`config.mk`:
```
export PLATFORM = sky130hd
export DESIGN_NAME = audio_onset_detector
export DESIGN_NICKNAME = d
export VERILOG_FILES = /design/src/rtl/audio_onset_detector.sv
export SDC_FILE = /design/constraint.sdc
export NUM_CORES = 1
export LEC_CHECK = 0
export CAP_MARGIN = 15
export CELL_PAD_IN_SITES_DETAIL_PLACEMENT = 0
export CELL_PAD_IN_SITES_GLOBAL_PLACEMENT = 1
export CORE_UTILIZATION = 35
export CTS_CLUSTER_DIAMETER = 50
export DETAILED_ROUTE_END_ITERATION = 6
export HOLD_SLACK_MARGIN = 0.03
export PLACE_DENSITY_LB_ADDON = 0.1
export RECOVER_POWER = 25
export SYNTH_ARGS = -nofsm -noshare
export SYNTH_HDL_FRONTEND = slang
export SYNTH_SLANG_ARGS = --single-unit
```
`constraint.sdc`:
```
create_clock -name CLOCK_50 -period 6.6 [get_ports CLOCK_50]
set_clock_uncertainty 0.2 [all_clocks]
set_input_delay 1.32 -clock CLOCK_50 [delete_from_list [all_inputs] [get_ports CLOCK_50]]
set_output_delay 1.32 -clock CLOCK_50 [all_outputs]
set_load 0.005 [all_outputs]
```
`src/rtl/audio_onset_detector.sv`:
```
// Audio onset detector: pops ADC sample pairs, forms a mono magnitude and a
// peak-decay envelope, and pulses onset on threshold crossings with hold-off and hysteresis.
module audio_onset_detector #(
  parameter logic [31:0] THRESHOLD       = 32'd40000000,
  parameter logic [15:0] HOLDOFF_SAMPLES = 16'd12000,
  parameter int unsigned DECAY_SHIFT     = 6
) (
  input  logic        CLOCK_50,
  input  logic        resetn,
  input  logic        enable,
  input  logic        audio_in_available,
  input  logic [31:0] left_channel_audio_in,
  input  logic [31:0] right_channel_audio_in,
  output logic        read_audio_in,
  output logic        onset,
  output logic [7:0]  onset_count,
  output logic [31:0] envelope,
  output logic        armed
);

  typedef enum logic [1:0] {ARMED, HOLD, WAIT_LOW} state_t;

  // A hold-off of zero behaves like one sample of hold-off.
  localparam logic [15:0] HOLD_LOAD = (HOLDOFF_SAMPLES == 16'd0) ? 16'd0 : HOLDOFF_SAMPLES - 16'd1;
  localparam logic [31:0] LOW_LEVEL = THRESHOLD >> 1;

  logic               read_q;
  logic signed [31:0] mono;
  logic [31:0]        mag;
  logic [31:0]        mag_q;
  logic               s1_valid;
  logic [31:0]        decayed;
  logic [31:0]        env_next;
  state_t             state_q, state_d;
  logic [15:0]        hold_cnt, hold_d;
  logic               fire;

  assign read_audio_in = audio_in_available & enable & ~read_q;
  assign armed         = (state_q == ARMED);

  // Halving each channel before the sum keeps mono inside 32 bits; only -2^31 needs saturation.
  always_comb begin
    mono = ($signed(left_channel_audio_in) >>> 1) + ($signed(right_channel_audio_in) >>> 1);
    if (mono == 32'sh8000_0000) mag = 32'h7FFF_FFFF;
    else if (mono[31])          mag = 32'(-mono);
    else                        mag = 32'(mono);
  end

  // NOTE: sequential state uses non-blocking assignments so every register
  // samples the pre-edge values, regardless of statement order.
  always_ff @(posedge CLOCK_50 or negedge resetn) begin
    if (!resetn) begin
      read_q   <= 1'b0;
      s1_valid <= 1'b0;
      mag_q    <= '0;
    end else begin
      read_q   <= read_audio_in;
      // The strobe already includes enable, so disabling drops the in-flight sample.
      s1_valid <= read_audio_in;
      if (read_audio_in) mag_q <= mag;
    end
  end

  // NOTE: every output of this block gets a default first, so no path can leave
  // a value unassigned and infer a latch.
  always_comb begin
    decayed  = envelope - (envelope >> DECAY_SHIFT);
    env_next = (mag_q > decayed) ? mag_q : decayed;
    state_d  = state_q;
    hold_d   = hold_cnt;
    fire     = 1'b0;
    if (s1_valid) begin
      case (state_q)
        ARMED: begin
          if (env_next >= THRESHOLD) begin
            fire    = 1'b1;
            hold_d  = HOLD_LOAD;
            state_d = HOLD;
          end
        end
        HOLD: begin
          if (hold_cnt == 16'd0) state_d = WAIT_LOW;
          else                   hold_d  = hold_cnt - 16'd1;
        end
        WAIT_LOW: begin
          if (env_next < LOW_LEVEL) state_d = ARMED;
        end
        default: state_d = ARMED;
      endcase
    end
  end

  always_ff @(posedge CLOCK_50 or negedge resetn) begin
    if (!resetn) begin
      state_q     <= ARMED;
      hold_cnt    <= '0;
      envelope    <= '0;
      onset       <= 1'b0;
      onset_count <= '0;
    end else if (!enable) begin
      // Disable overrides any stage-2 sample on the same edge; the count is kept.
      state_q  <= ARMED;
      hold_cnt <= '0;
      envelope <= '0;
      onset    <= 1'b0;
    end else begin
      state_q  <= state_d;
      hold_cnt <= hold_d;
      onset    <= fire;
      if (s1_valid) envelope    <= env_next;
      if (fire)     onset_count <= onset_count + 8'd1;
    end
  end

endmodule

```
---- Yosys cells after proc, flatten, opt, wreduce, memory -nomap -nowiden ----
Index checks and enable logic that the tools add are counted.
word-level totals
  bits in registers ....................... 92
  memories kept ........................... 0
  memory bits (read-only) ................. 0
  bits in writable memories ............... 0
  input port bits ......................... 68
  bits in latches ......................... 0
cells by class
  shift operators ......................... 0
  bitwise gates (word level) .............. 3
  add/subtract/negate cells ............... 5
  multipliers ............................. 0
  $lt $le $gt $ge ......................... 3
  eq/ne operators ......................... 9
  divide/modulo/power cells ............... 0
  muxes and demuxes ....................... 20
  reductions and logical operators ........ 5
operators by type and width
  cell                     number
  $mux W32                 5
  $mux W16                 4
  $add A31 B31 Y32         1
  $eq A32 B32 Y1 const B   1
  $ge A32 B26 Y1 const B   1
  $gt A32 B32 Y1           1
  $lt A32 B25 Y1 const B   1
  $neg A32 Y32             1
  $pmux W16 S2             1
  $sub A32 B26 Y32         1
  $logic_not A16 Y1        1
  $sub A16 B1 Y16 const B  1
  $mux W2                  5
  $ne A3 B3 Y1 const B     3
  $add A8 B1 Y8 const B    1
  $reduce_and A4 Y1        2
  $pmux W2 S3              1
  $mux W1                  4
  $ne A3 B1 Y1 const B     1
  $ne A3 B2 Y1 const B     1
  $and A1 B1 Y1            2
  $eq A2 B1 Y1 const B     1
  $eq A2 B2 Y1 const B     1
  $logic_not A2 Y1         1
  3 further kinds          3

---- Logic depth before layout (Yosys ltp) ----
Gate-level depths: netlist (run 1).
  depth in word-level cells ............... 8
  depth in mapped cells ................... 26

---- Worst setup path after synthesis (run 1) ----
OpenSTA, ideal clock, no wires.
  kind .................................... reg2reg
  start point ............................. register envelope[26]
  end point ............................... register hold_cnt[11]
  required time ........................... 6.278 ns
  cell stages (with the launch flop) ...... 26
  buffers on the path ..................... 2
  setup slack ............................. 1.124 ns
  setup time .............................. 0.122 ns
  arrival ................................. 5.155 ns
  path through ............................ dfrtp_1 -> inv_1 -> ha_1 -> clkbuf_1 -> nand2_1 -> nor2_1 -> and2_1 -> nand3_1 -> o21a_1 -> mux2_2 -> o211ai_1 -> inv_1 -> ha_1 -> nand4_1 -> nor4_1 -> and3_1 -> a21oi_1 -> a31oi_1 -> o221ai_1 -> and3_1 -> o21ai_0 -> a21oi_1 -> a211oi_4 -> a21oi_4 -> buf_6 -> o2111a_1
on the way
  cells in the longest elaborated chain, start to end .. 6
ends and longest elaborated chain
  what                             line  text
  start: declaration               17    output logic [31:0] envelope,
  start signal: assignment         110   if (s1_valid) envelope <= env_next;
  $sub A32 B26 Y32 (*)             67    decayed = envelope - (envelope >> DECAY_SHIFT);
  $gt A32 B32 Y1                   68    env_next = (mag_q > decayed) ? mag_q : decayed;
  $mux W32 (*)                     68
  $ge A32 B26 Y1 (*)               75    if (env_next >= THRESHOLD) begin
  $ne A3 B2 Y1 (no line) (*)       -
  $reduce_and A4 Y1 (no line) (*)  -
  end signal: assignment           108   hold_cnt <= hold_d;
  end: declaration                 35    logic [15:0] hold_cnt, hold_d;
Mark *: on every way between the ends. The rest lies on a longest branch, timed or not.
A chain may end at the register's enable or synchronous reset.

---- Final worst setup path (run 1) ----
  start point ............................. register envelope[6]
  end point ............................... register hold_cnt[11]
The elaborated chain is that of the path after synthesis.

==> results.tsv, run 1 <==
stage	metric	value	unit
status	outcome	finished, violations left	
status	violated checks	max-capacitance violations, max-slew violations	
floorplan	die height	169	um
pwr	Pleak	5.10	nW
synth	synthesized netlist cell count	1239	
clocking	CTS max path bufs	2	
pwr	peak supply drop	0.000409	V
grt	initial antenna violation count	1	
worst_setup_path	CP Max Fanout	15	
clocking	clk root buf	clkbuf_16	
synth	fraction of registers with async set/reset	1.00	
floorplan	Initial Util	0.360	
routing	DRC viols	0	
synth	top post-synthesis cells by area	dfrtp_1 (23%), ha_1 (12%), nand2_1 (5.0%)	
grt	met3 usage in global routing	0.0173	
worst_setup_path	FF-to-FF Start	envelope[6]$_DFFE_PN0P_	
floorplan	row count	60	
floorplan	die area	28700	um^2
clocking	hold-fix buffers at CTS	0	
grt	met2 Use GR	0.344	
synth	post-synth cell types	81	
clocking	Skew-Pair Late Insertion Delay	0.36	ns
worst_setup_path	crit path DAT	6.12	ns
worst_setup_path	Worst Setup Path Type	reg -> reg	
pwr	pwr dens	498	nW/um^2
sta	fin crit share	0.921	
clocking	Clock transition at path regs	0.08	ns
synth	Syn. warnings	0	
clocking	CTS sink cnt	92	
synth	Synth Cell Area	9820	um^2
synth	syn nets	1400	
routing	Routed Antenna Nets	0	
clocking	CTS H-tree depth	3	
synth	ys flop type	dfrtp_1	
floorplan	io pins	111	
hold_path	worst hold stages	1	
layout	final net count	1497	
hold_path	HP Start	onset_count[7]$_DFFE_PN0P_	
synth	Seq cells post-synth	92	
grt	first-pass GRT wire length	47.2	mm
layout	Cell Count, Final, Fillers Out	1713	
sta	relative slew slack	-0.789	
synth	number of flops mapped to enable cells by yosys	0	
worst_setup_path	crit end category	flop	
grt	largest net degree at the start of global routing	61	
floorplan	die width	169	um
routing	1st-iter DRT viols	417	
clocking	CTS tree	done	
sta	setup TNS	0	ns
placed_design	Placed Cells	1697	
layout	area grow syn2layout	18.9	%
routing	DRT Pass-1 Iters	5	
sta	final setup fails	0	
sta	Max Freq	165	MHz
job	max-capacitance violation count	1	
synth	Avg Synthesized Cell Area	7.92	um^2
layout	share of layout cells above drive strength 1	0.0619	
grt	Top Usage Layer GRT	met2	
grt	GRT Util Overall	0.204	
clocking	Num CTS Buffers	9	
placed_design	DP HPWL	22.2	mm
floorplan	core area	27300	um^2
synth	post-synthesis sequential area ratio	0.235	
worst_setup_path	CP startpoint kind	flop	
sta	worst-margin pin slew	2.68	ns
worst_setup_path	critical path required time	6.65	ns
layout	final instance area	11700	um^2
grt	total gr overflow	0	
routing	average wire per standard cell	16.5	um
layout	n_diodes	0	
placed_design	routability cong.	0.860	
sta	RSZ-0062 raised after global routing	no	
worst_setup_path	internal reg-to-reg setup slack	0.52	ns
routing	total wire length	28.3	mm
hold_path	hold path endpoint	onset_count[7]$_DFFE_PN0P_	
placed_design	number of port buffers	108	
worst_setup_path	worst r2r dst	hold_cnt[11]$_DFFE_PN0P_	
grt	vias in the first global route	9067	
routing	drt via density	5.43	
synth	post-synth top area cell	dfrtp_1	
sta	Hold Vio Cnt, Final	0	
grt	grt met1 use	0.278	
hold_path	HP Class	reg -> reg	
synth	Synth top area share	0.235	
worst_setup_path	Reg2Reg Depth	22	
routing	via count	9306	
sta	post-layout min period	6.08	ns
placed_design	Cell Area, Placed	11400	um^2
sta	max-slew violations	48	
[cells in the mapped netlist (16+ instances only)]
| master | number |
|---|---|
| inv_1 | 64 |
| a21oi_1 | 87 |
| nor4_1 | 18 |
| xnor2_1 | 46 |
| nand4_1 | 18 |
| nor3_1 | 35 |
| o21ai_0 | 65 |
| ha_1 | 91 |
| or3_1 | 19 |
| o211ai_1 | 34 |
| clkbuf_1 | 41 |
| nand2_1 | 131 |
| xor2_1 | 31 |
| a21o_1 | 31 |
| o21a_1 | 18 |
| nand3_1 | 47 |
| and2_1 | 16 |
| dfrtp_1 | 92 |
| a31oi_1 | 38 |
| o211a_1 | 28 |
| nor2_1 | 82 |
[timing repair]
item                                    4_1_cts  5_1_grt
gates resized for setup                       0        1
endpoints found under the setup margin        0       20
setup buffers                                 0        0
[kinds of logic after synthesis]
family,share of synthesized area
AOI/OAI and AO/OA,0.279
buffers and inverters,0.0478
xor gates and xnor gates,0.0726
and+or+nand+nor,0.232
adders and majority gates,0.120
DFF,0.235
muxes,0.0148
[cells in the final DEF, fill, tap and decap left out, drive strengths merged, types with 18 or more instances in the layout]
cell	count
dfrtp	92
o211a	28
ha	91
o21ai	74
o21a	18
nor4	22
xor2	31
nor2	84
a21oi	89
nor3	36
a21o	31
o211ai	36
nand4	18
nand3	47
clkdlybuf4s50	106
or3	19
nand2	131
a31oi	38
inv	68
buf	31
xnor2	47
[layout make-up]
class	instances	area (um^2)
sequential	92	2300
fill	2808	15600
multi-input combinational	1029	7060
timing repair buffer	139	1310
tap	372	465
clock inverter	6	52.6
inverter	65	244
clock buffer	10	239
[flip-flops by register name, summed over array words and instances (netlist names)]
name	cells
envelope	32
s1_valid	1
onset	1
mag_q	32
onset_count	8
hold_cnt	16
state_q	2
[stage by stage]
stage	util	power, mW	hold slack, ns	setup WS (ns)
floorplan	-	3.92	0.265	1.12
CTS	0.428	5.84	0.274	0.453
detailed placement	0.418	5.27	0.260	0.489
global route	0.428	6.41	0.299	0.0104
global placement	0.418	5.26	0.257	0.511
finish	0.428	5.81	0.267	0.524
[routing by layer]
| layer | routed length [um] | vias up |
|---|---|---|
| met5 | 17 | - |
| met4 | 420 | 2 |
| met3 | 701 | 24 |
| met1 | 14000 | 4329 |
| li1 | - | 4808 |
| met2 | 13100 | 143 |
[report_power, final]
group          total, mW  internal (mW)  switching (mW)
Combinational       4.39           1.81            2.58
Clock              0.525          0.273           0.252
Sequential         0.900          0.698           0.202
Total               5.81           2.78            3.03
[worst max-delay path by stage]
| stage | from | end | slack (ns) | depth (start not counted) |
|---|---|---|---|---|
| 6_report | envelope[6]$_DFFE_PN0P_ | hold_cnt[11]$_DFFE_PN0P_ | 0.52 | 22 |
| 5_1_grt | envelope[6]$_DFFE_PN0P_ | hold_cnt[9]$_DFFE_PN0P_ | 0.01 | 22 |
| 4_1_cts | envelope[14]$_DFFE_PN0P_ | onset_count[1]$_DFFE_PN0P_ | 0.45 | 26 |
| 3_5_place_dp | envelope[6]$_DFFE_PN0P_ | hold_cnt[11]$_DFFE_PN0P_ | 0.49 | 22 |
| 3_3_place_gp | envelope[14]$_DFFE_PN0P_ | hold_cnt[9]$_DFFE_PN0P_ | 0.51 | 25 |
| 2_1_floorplan | envelope[26]$_DFFE_PN0P_ | hold_cnt[11]$_DFFE_PN0P_ | 1.12 | 25 |
[critical path: stages, from the launching register on]
cell and delay (ns):
dfrtp_1 0.46, ha_1 0.26, fa_1 0.40, nand2b_1 0.18, a21oi_1 0.32, o211ai_2 0.17, a21o_1 0.22, a21oi_1 0.26
nor3_1 0.13, xnor2_1 0.16, ha_1 0.30, nand4_1 0.17, nor4_2 0.39, and3_1 0.26, a21oi_1 0.08, a31oi_1 0.19
o221ai_1 0.16, and3_1 0.22, o21ai_0 0.32, a21oi_1 0.17, a211oi_4 0.43, a21oi_4 0.21, o2111a_1 0.28
Power figures use the tool's default switching activity.
==> inputs of run 2 (changes only) <==
--- a/config.mk
+++ b/config.mk
@@ -5,6 +5,7 @@
 export SDC_FILE = /design/constraint.sdc
 export NUM_CORES = 1
 export LEC_CHECK = 0
+export ABC_AREA = 0
 export CAP_MARGIN = 15
 export CELL_PAD_IN_SITES_DETAIL_PLACEMENT = 0
 export CELL_PAD_IN_SITES_GLOBAL_PLACEMENT = 1
@@ -14,6 +15,7 @@
 export HOLD_SLACK_MARGIN = 0.03
 export PLACE_DENSITY_LB_ADDON = 0.1
 export RECOVER_POWER = 25
+export SETUP_SLACK_MARGIN = 0.15
 export SYNTH_ARGS = -nofsm -noshare
 export SYNTH_HDL_FRONTEND = slang
 export SYNTH_SLANG_ARGS = --single-unit
==> constraint.sdc (replaced) <==
create_clock -name CLOCK_50 -period 6.6 [get_ports CLOCK_50]
set_clock_uncertainty 0.2 [all_clocks]
set_input_delay 1.32 -clock CLOCK_50 [delete_from_list [all_inputs] [get_ports CLOCK_50]]
set_output_delay 1.32 -clock CLOCK_50 [all_outputs]
set_load 0.1 [all_outputs]
==> results.tsv, run 2 (synthesis gave the netlist of run 1 again) <==
stage	metric	value	unit	change
clocking	CTS sink cnt	92		unchanged
floorplan	die area	28700	um^2	unchanged
routing	total wire length	28.5	mm	+0.73%
grt	vias in the first global route	9141		+0.82%
placed_design	routability cong.	0.870		+1.2%
clocking	hold-fix buffers at CTS	0		unchanged
worst_setup_path	crit end category	flop		
sta	worst-margin pin slew	2.66	ns	-0.0272 ns
clocking	Skew-Pair Late Insertion Delay	0.36	ns	about the same
placed_design	Cell Area, Placed	11400	um^2	about the same
floorplan	die width	169	um	unchanged
job	max-capacitance violation count	1		unchanged
layout	share of layout cells above drive strength 1	0.0663		+0.00442
layout	area grow syn2layout	19.4	%	
worst_setup_path	CP peak stage delay	0.47	ns	about the same
clocking	Clock transition at path regs	0.08	ns	about the same
worst_setup_path	Worst Path Buf+Inv	1		+1
sta	RSZ-0062 raised after global routing	no		
pwr	Switching Power	3.53	mW	+17%
placed_design	DP HPWL	22.3	mm	+0.34%
sta	final setup fails	0		unchanged
pwr	pwr dens	542	nW/um^2	+8.9%
sta	post-layout min period	6.06	ns	-0.0177 ns
worst_setup_path	top cell family by delay on the critical path	compound AO/OA/AOI/OAI gates		
placed_design	Placed Cells	1697		unchanged
pwr	sequential power share	0.142		-0.013
clocking	CTS tree	done		
clocking	Num CTS Buffers	9		unchanged
sta	hold_ws	0.270	ns	+0.00318 ns
routing	DRC viols	0		unchanged
layout	most frequent cells in the layout	nand2_1 (131), clkdlybuf4s50_1 (105), ha_1 (91), dfrtp_1 (91), a21oi_1 (85)		
floorplan	io pins	111		unchanged
layout	n_diodes	0		unchanged
clocking	CTS H-tree depth	3		unchanged
sta	Max Freq	165	MHz	+0.29%
sta	max-slew violations	48		unchanged
worst_setup_path	CP Max Fanout	15		unchanged
worst_setup_path	crit path DAT	6.07	ns	-0.05 ns
grt	GRT Util Overall	0.206		+0.00195
worst_setup_path	critical-path cell list	ha_1, fa_1, nand2b_1, a21oi_1, o211ai_2, a21o_1, a21oi_1, nor3_1, xnor2_1, ha_1, nand4_1, nor4_4, and3_1, a21oi_1, a31oi_1, o221ai_1, nand3_1, nand3_1, a211oi_2, a211oi_4, buf_4, a21oi_4, o21ai_0		
layout	Cell Count, Final, Fillers Out	1714		+0.058%
pwr	total power	6.35	mW	+9.3%
pwr	Internal Power	2.82	mW	+1.4%
floorplan	die height	169	um	unchanged
clocking	clk root buf	clkbuf_16		
sta	fin crit share	0.918		-0.00268
routing	1st-iter DRT viols	456		+9.4%
floorplan	row count	60		unchanged
sta	Setup WS post-layout	0.542	ns	+0.0177 ns
status	violated checks	max-capacitance violations, max-slew violations		
pwr	Sw Share	0.556		+0.0348
layout	Filler cells	2805		-0.11%
pwr	Clk pwr share	0.087		-0.003
status	outcome	finished, violations left		
grt	largest net degree at the start of global routing	61		unchanged
grt	first-pass GRT wire length	47.5	mm	+0.66%
routing	DRT Pass-1 Iters	5		unchanged
layout	final net count	1498		+0.067%
clocking	CTS max path bufs	2		unchanged
layout	Top Registers	envelope (32), mag_q (32), hold_cnt (16)		
layout	final instance area	11700	um^2	+0.38%
worst_setup_path	CP startpoint kind	flop		
sta	Hold Vio Cnt, Final	0		unchanged
routing	Routed Antenna Nets	0		unchanged
layout	commonest non-fill, non-tap cell in the layout	nand2_1		
floorplan	Initial Util	0.360		unchanged
worst_setup_path	Worst Setup Path Type	reg -> reg		
sta	setup TNS	0	ns	unchanged
worst_setup_path	cell mode on critical path	a21oi_1		
routing	drt via density	5.45		+0.40%
sta	relative slew slack	-0.771		+0.0181
grt	total gr overflow	0		unchanged
worst_setup_path	critical path required time	6.62	ns	-0.03 ns
floorplan	core area	27300	um^2	unchanged
pwr	Pleak	5.12	nW	+0.46%
layout	fin util	0.430		+0.00161
placed_design	number of port buffers	108		unchanged
pwr	Logic pwr share	0.771		+0.016
routing	via count	9349		+0.46%
grt	initial antenna violation count	1		unchanged
routing	average wire per standard cell	16.6	um	+0.67%
hold_path	HP Class	reg -> reg		
pwr	peak supply drop	0.000506	V	+24%
worst_setup_path	CP max stage cell	dfrtp_1		
placed_design	Placement Setup Slack	0.424	ns	-0.0652 ns
## run 2: area by class of cell
cell class,instances,area (um^2),share of cell area
clock buffers,9,225,0.0192
clock inverters,7,82.6,0.00705
inverters,65,244,0.0208
multi-input cells,1029,7080,0.604
flip-flops and latches,92,2300,0.197
well taps,372,465,0.0397
repair buffers,140,1320,0.112
## run 2: power by group through the flow
stage | combinational (mW) | sequential (mW) | clock [mW]
2_1_floorplan | 3.11 | 1.26 | 0
3_3_place_gp | 4.81 | 0.913 | 0
3_5_place_dp | 4.82 | 0.914 | 0
4_1_cts | 4.85 | 0.904 | 0.571
5_1_grt | 5.43 | 0.930 | 0.596
6_report | 4.90 | 0.901 | 0.555
## run 2: worst paths after layout
check,depth (start not counted),endpoint,startpoint,slack [ns]
setup / recovery,23,hold_cnt[12]$_DFFE_PN0P_,envelope[6]$_DFFE_PN0P_,0.54
hold / removal,1,onset_count[7]$_DFFE_PN0P_,onset_count[7]$_DFFE_PN0P_,0.27
min in group asynchronous,1,envelope[3]$_DFFE_PN0P_,resetn,1.59
setup reg to reg,23,hold_cnt[12]$_DFFE_PN0P_,envelope[6]$_DFFE_PN0P_,0.54
max in group asynchronous,2,envelope[23]$_DFFE_PN0P_,resetn,2.27
hold reg to reg,1,onset_count[7]$_DFFE_PN0P_,onset_count[7]$_DFFE_PN0P_,0.27
## run 2: routing by layer
| layer | vias up | global-route usage | wire length (um) |
|---|---|---|---|
| li1 | 4801 | - | - |
| met1 | 4371 | 0.276 | 14100 |
| met2 | 154 | 0.353 | 13300 |
| met3 | 21 | 0.0210 | 795 |
| met4 | 2 | 0.0494 | 342 |
| met5 | - | 0 | 17 |
## run 2: timing repair
action | CTS | global route
setup buffers | 0 | 1
gates resized for setup | 0 | 7
setup endpoints to repair | 0 | 27
==> inputs of run 3 (changes only) <==
--- a/config.mk
+++ b/config.mk
@@ -9,9 +9,11 @@
 export CAP_MARGIN = 15
 export CELL_PAD_IN_SITES_DETAIL_PLACEMENT = 0
 export CELL_PAD_IN_SITES_GLOBAL_PLACEMENT = 1
+export CORE_ASPECT_RATIO = 0.75
 export CORE_UTILIZATION = 35
 export CTS_CLUSTER_DIAMETER = 50
 export DETAILED_ROUTE_END_ITERATION = 6
+export DONT_BUFFER_PORTS = 1
 export HOLD_SLACK_MARGIN = 0.03
 export PLACE_DENSITY_LB_ADDON = 0.1
 export RECOVER_POWER = 25
==> results.tsv, run 3 (synthesis gave the netlist of run 1 again) <==
stage	metric	value	unit	change
placed_design	DP HPWL	22.7	mm	+2.1%
pwr	Internal Power	2.73	mW	-3.4%
floorplan	die width	195	um	+15%
grt	first-pass GRT wire length	47.6	mm	about the same
placed_design	routability cong.	0.850		-2.3%
clocking	CTS tree	done		
clocking	hold-fix buffers at CTS	0		unchanged
hold_path	HP Class	reg -> reg		
clocking	Skew-Pair Late Insertion Delay	0.37	ns	about the same
sta	relative slew slack	0.241		+1.01
grt	largest net degree at the start of global routing	93		+52%
worst_setup_path	critical path required time	6.62	ns	about the same
routing	average wire per standard cell	18.2	um	+9.4%
worst_setup_path	Worst Setup Path Type	reg -> reg		
floorplan	io pins	111		unchanged
placed_design	Cell Area, Placed	10400	um^2	-8.5%
pwr	total power	6.22	mW	-2.1%
sta	fin crit share	0.924		+0.00579
placed_design	Placed Cells	1586		-6.5%
layout	final net count	1409		-5.9%
floorplan	row count	52		-13%
worst_setup_path	crit path DAT	6.11	ns	+0.04 ns
sta	Hold Vio Cnt, Final	0		unchanged
sta	Max Freq	164	MHz	-0.63%
pwr	peak supply drop	0.000295	V	-42%
layout	Cell Count, Final, Fillers Out	1604		-6.4%
worst_setup_path	internal reg-to-reg setup slack	0.50	ns	-0.04 ns
layout	most frequent cells in the layout	nand2_1 (131), ha_1 (91), dfrtp_1 (91)		
sta	setup TNS	0	ns	unchanged
layout	n_diodes	0		unchanged
worst_setup_path	crit end category	flop		
floorplan	die height	147	um	-13%
layout	Top Registers	envelope (32), mag_q (32), hold_cnt (16)		
layout	final instance area	10800	um^2	-7.8%
clocking	CTS max path bufs	2		unchanged
pwr	Clk pwr share	0.100		+0.013
routing	via count	9196		-1.6%
placed_design	number of port buffers	0		-100%
sta	max-slew violations	0		-100%
pwr	Pleak	4.84	nW	-5.5%
worst_setup_path	CP Max Fanout	5		-10
routing	DRT Pass-1 Iters	5		unchanged
worst_setup_path	worst r2r dst	onset_count[5]$_DFFE_PN0P_		
sta	post-layout min period	6.10	ns	+0.0382 ns
sta	hold_ws	0.321	ns	+0.0512 ns
status	outcome	finished clean		
job	max-capacitance violation count	0		-1
layout	area grow syn2layout	10.1	%	
worst_setup_path	top cell family by delay on the critical path	simple AND/OR/NAND/NOR gates		
clocking	clk root buf	clkbuf_16		
pwr	Switching Power	3.49	mW	-1.1%
floorplan	core area	27300	um^2	about the same
worst_setup_path	Worst path depth	24		+4.3%
hold_path	hold path endpoint	mag_q[6]$_DFFE_PN0P_		
routing	Routed Antenna Nets	0		unchanged
pwr	pwr dens	575	nW/um^2	+6.1%
layout	commonest non-fill, non-tap cell in the layout	nand2_1		
routing	1st-iter DRT viols	496		+8.8%
worst_setup_path	Worst Path Buf+Inv	2		+1
floorplan	Initial Util	0.360		about the same
hold_path	HP Start	mag_q[6]$_DFFE_PN0P_		
pwr	Logic pwr share	0.744		-0.027
layout	share of layout cells above drive strength 1	0.0870		+0.0207
clocking	CTS H-tree depth	3		unchanged
grt	total gr overflow	0		unchanged
hold_path	worst hold stages	2		+1
worst_setup_path	Reg2Reg Depth	24		+4.3%
sta	worst-margin pin slew	1.14	ns	-1.52 ns
clocking	Num CTS Buffers	9		unchanged
worst_setup_path	FF-to-FF Start	envelope[6]$_DFFE_PN0P_		
clocking	Clock transition at path regs	0.08	ns	about the same
floorplan	die area	28700	um^2	about the same
clocking	CTS sink cnt	92		unchanged
worst_setup_path	CP peak stage delay	0.46	ns	about the same
sta	final setup fails	0		unchanged
layout	Filler cells	2849		+1.6%
grt	initial antenna violation count	0		-1
worst_setup_path	CP startpoint kind	flop		
worst_setup_path	critical-path cell list	ha_1, fa_1, nand2b_1, a21oi_1, o211ai_2, a21o_1, a21oi_2, nor3b_1, xnor2_1, ha_1, nand4_1, nor4_2, and3_1, a21oi_1, a31oi_1, o221ai_1, nand3_1, nand3_1, a211oi_2, a211oi_4, buf_12, buf_4, nor4_1, xor2_1		
sta	RSZ-0062 raised after global routing	no		
pwr	Sw Share	0.562		+0.00560
routing	drt via density	5.73		+5.1%
routing	total wire length	29.2	mm	+2.4%
pwr	sequential power share	0.156		+0.014
routing	DRC viols	0		unchanged
grt	vias in the first global route	8523		-6.8%
grt	GRT Util Overall	0.206		+0.000877
worst_setup_path	CP max stage cell	dfrtp_1		
[run 3: power groups by stage]
stage	clock [mW]	combinational [mW]	sequential, mW
4_1_cts	0.639	4.60	0.974
5_1_grt	0.662	5.17	0.997
2_1_floorplan	0	3.11	1.26
3_5_place_dp	0	4.56	0.984
3_3_place_gp	0	4.56	0.983
6_report	0.623	4.63	0.970
[run 3: worst reg2reg max path, stage by stage, from the launching register on]
cell,delay (ns)
dfrtp_1,0.46
ha_1,0.25
fa_1,0.39
nand2b_1,0.18
a21oi_1,0.24
o211ai_2,0.21
a21o_1,0.25
a21oi_2,0.23
nor3b_1,0.09
xnor2_1,0.18
ha_1,0.33
nand4_1,0.18
nor4_2,0.42
and3_1,0.31
a21oi_1,0.09
a31oi_1,0.24
o221ai_1,0.20
nand3_1,0.24
nand3_1,0.16
a211oi_2,0.32
a211oi_4,0.08
buf_12,0.15
buf_4,0.15
nor4_1,0.31
xor2_1,0.10
[run 3: through the flow]
stage / util / worst slack (ns)
after floorplan: - / 0.448
after global placement: 0.382 / 0.0579
after detailed placement: 0.382 / 0.0630
after CTS: 0.396 / 0.312
after global routing: 0.397 / 0.109
final: 0.397 / 0.504
[run 3: how the worst max path moves through the flow]
stage,from,end,slack [ns]
2_1_floorplan,envelope[26]$_DFFE_PN0P_,hold_cnt[11]$_DFFE_PN0P_,0.45
3_3_place_gp,envelope[16]$_DFFE_PN0P_,hold_cnt[6]$_DFFE_PN0P_,0.06
3_5_place_dp,envelope[8]$_DFFE_PN0P_,hold_cnt[9]$_DFFE_PN0P_,0.06
4_1_cts,envelope[6]$_DFFE_PN0P_,state_q[0]$_DFFE_PN0P_,0.31
5_1_grt,envelope[13]$_DFFE_PN0P_,onset_count[5]$_DFFE_PN0P_,0.11
6_report,envelope[6]$_DFFE_PN0P_,onset_count[5]$_DFFE_PN0P_,0.50
[run 3: layout make-up]
class,count,area [um^2],share of cell area
clock buffer,10,229,0.0212
clock inverter,6,113,0.0104
inverter,65,244,0.0226
multi-input combinational,1029,7090,0.656
sequential,92,2300,0.213
tap,351,439,0.0406
timing repair buffer,51,395,0.0366
[run 3: what timing repair did]
action,CTS,global route
pin swaps,1,1
gates resized for setup,1,7
endpoints found under the setup margin,13,36
setup buffers,2,0
[run 3: per-layer routing]
metal | wire, um | vias up | track usage | share of wire
li1 | - | 4614 | - | -
met1 | 15300 | 4415 | 0.311 | 0.52
met2 | 12600 | 152 | 0.313 | 0.43
met3 | 1000 | 15 | 0.0315 | 0.034
met4 | 257 | 0 | 0.0331 | 0.0088
met5 | 0 | - | 0 | 0
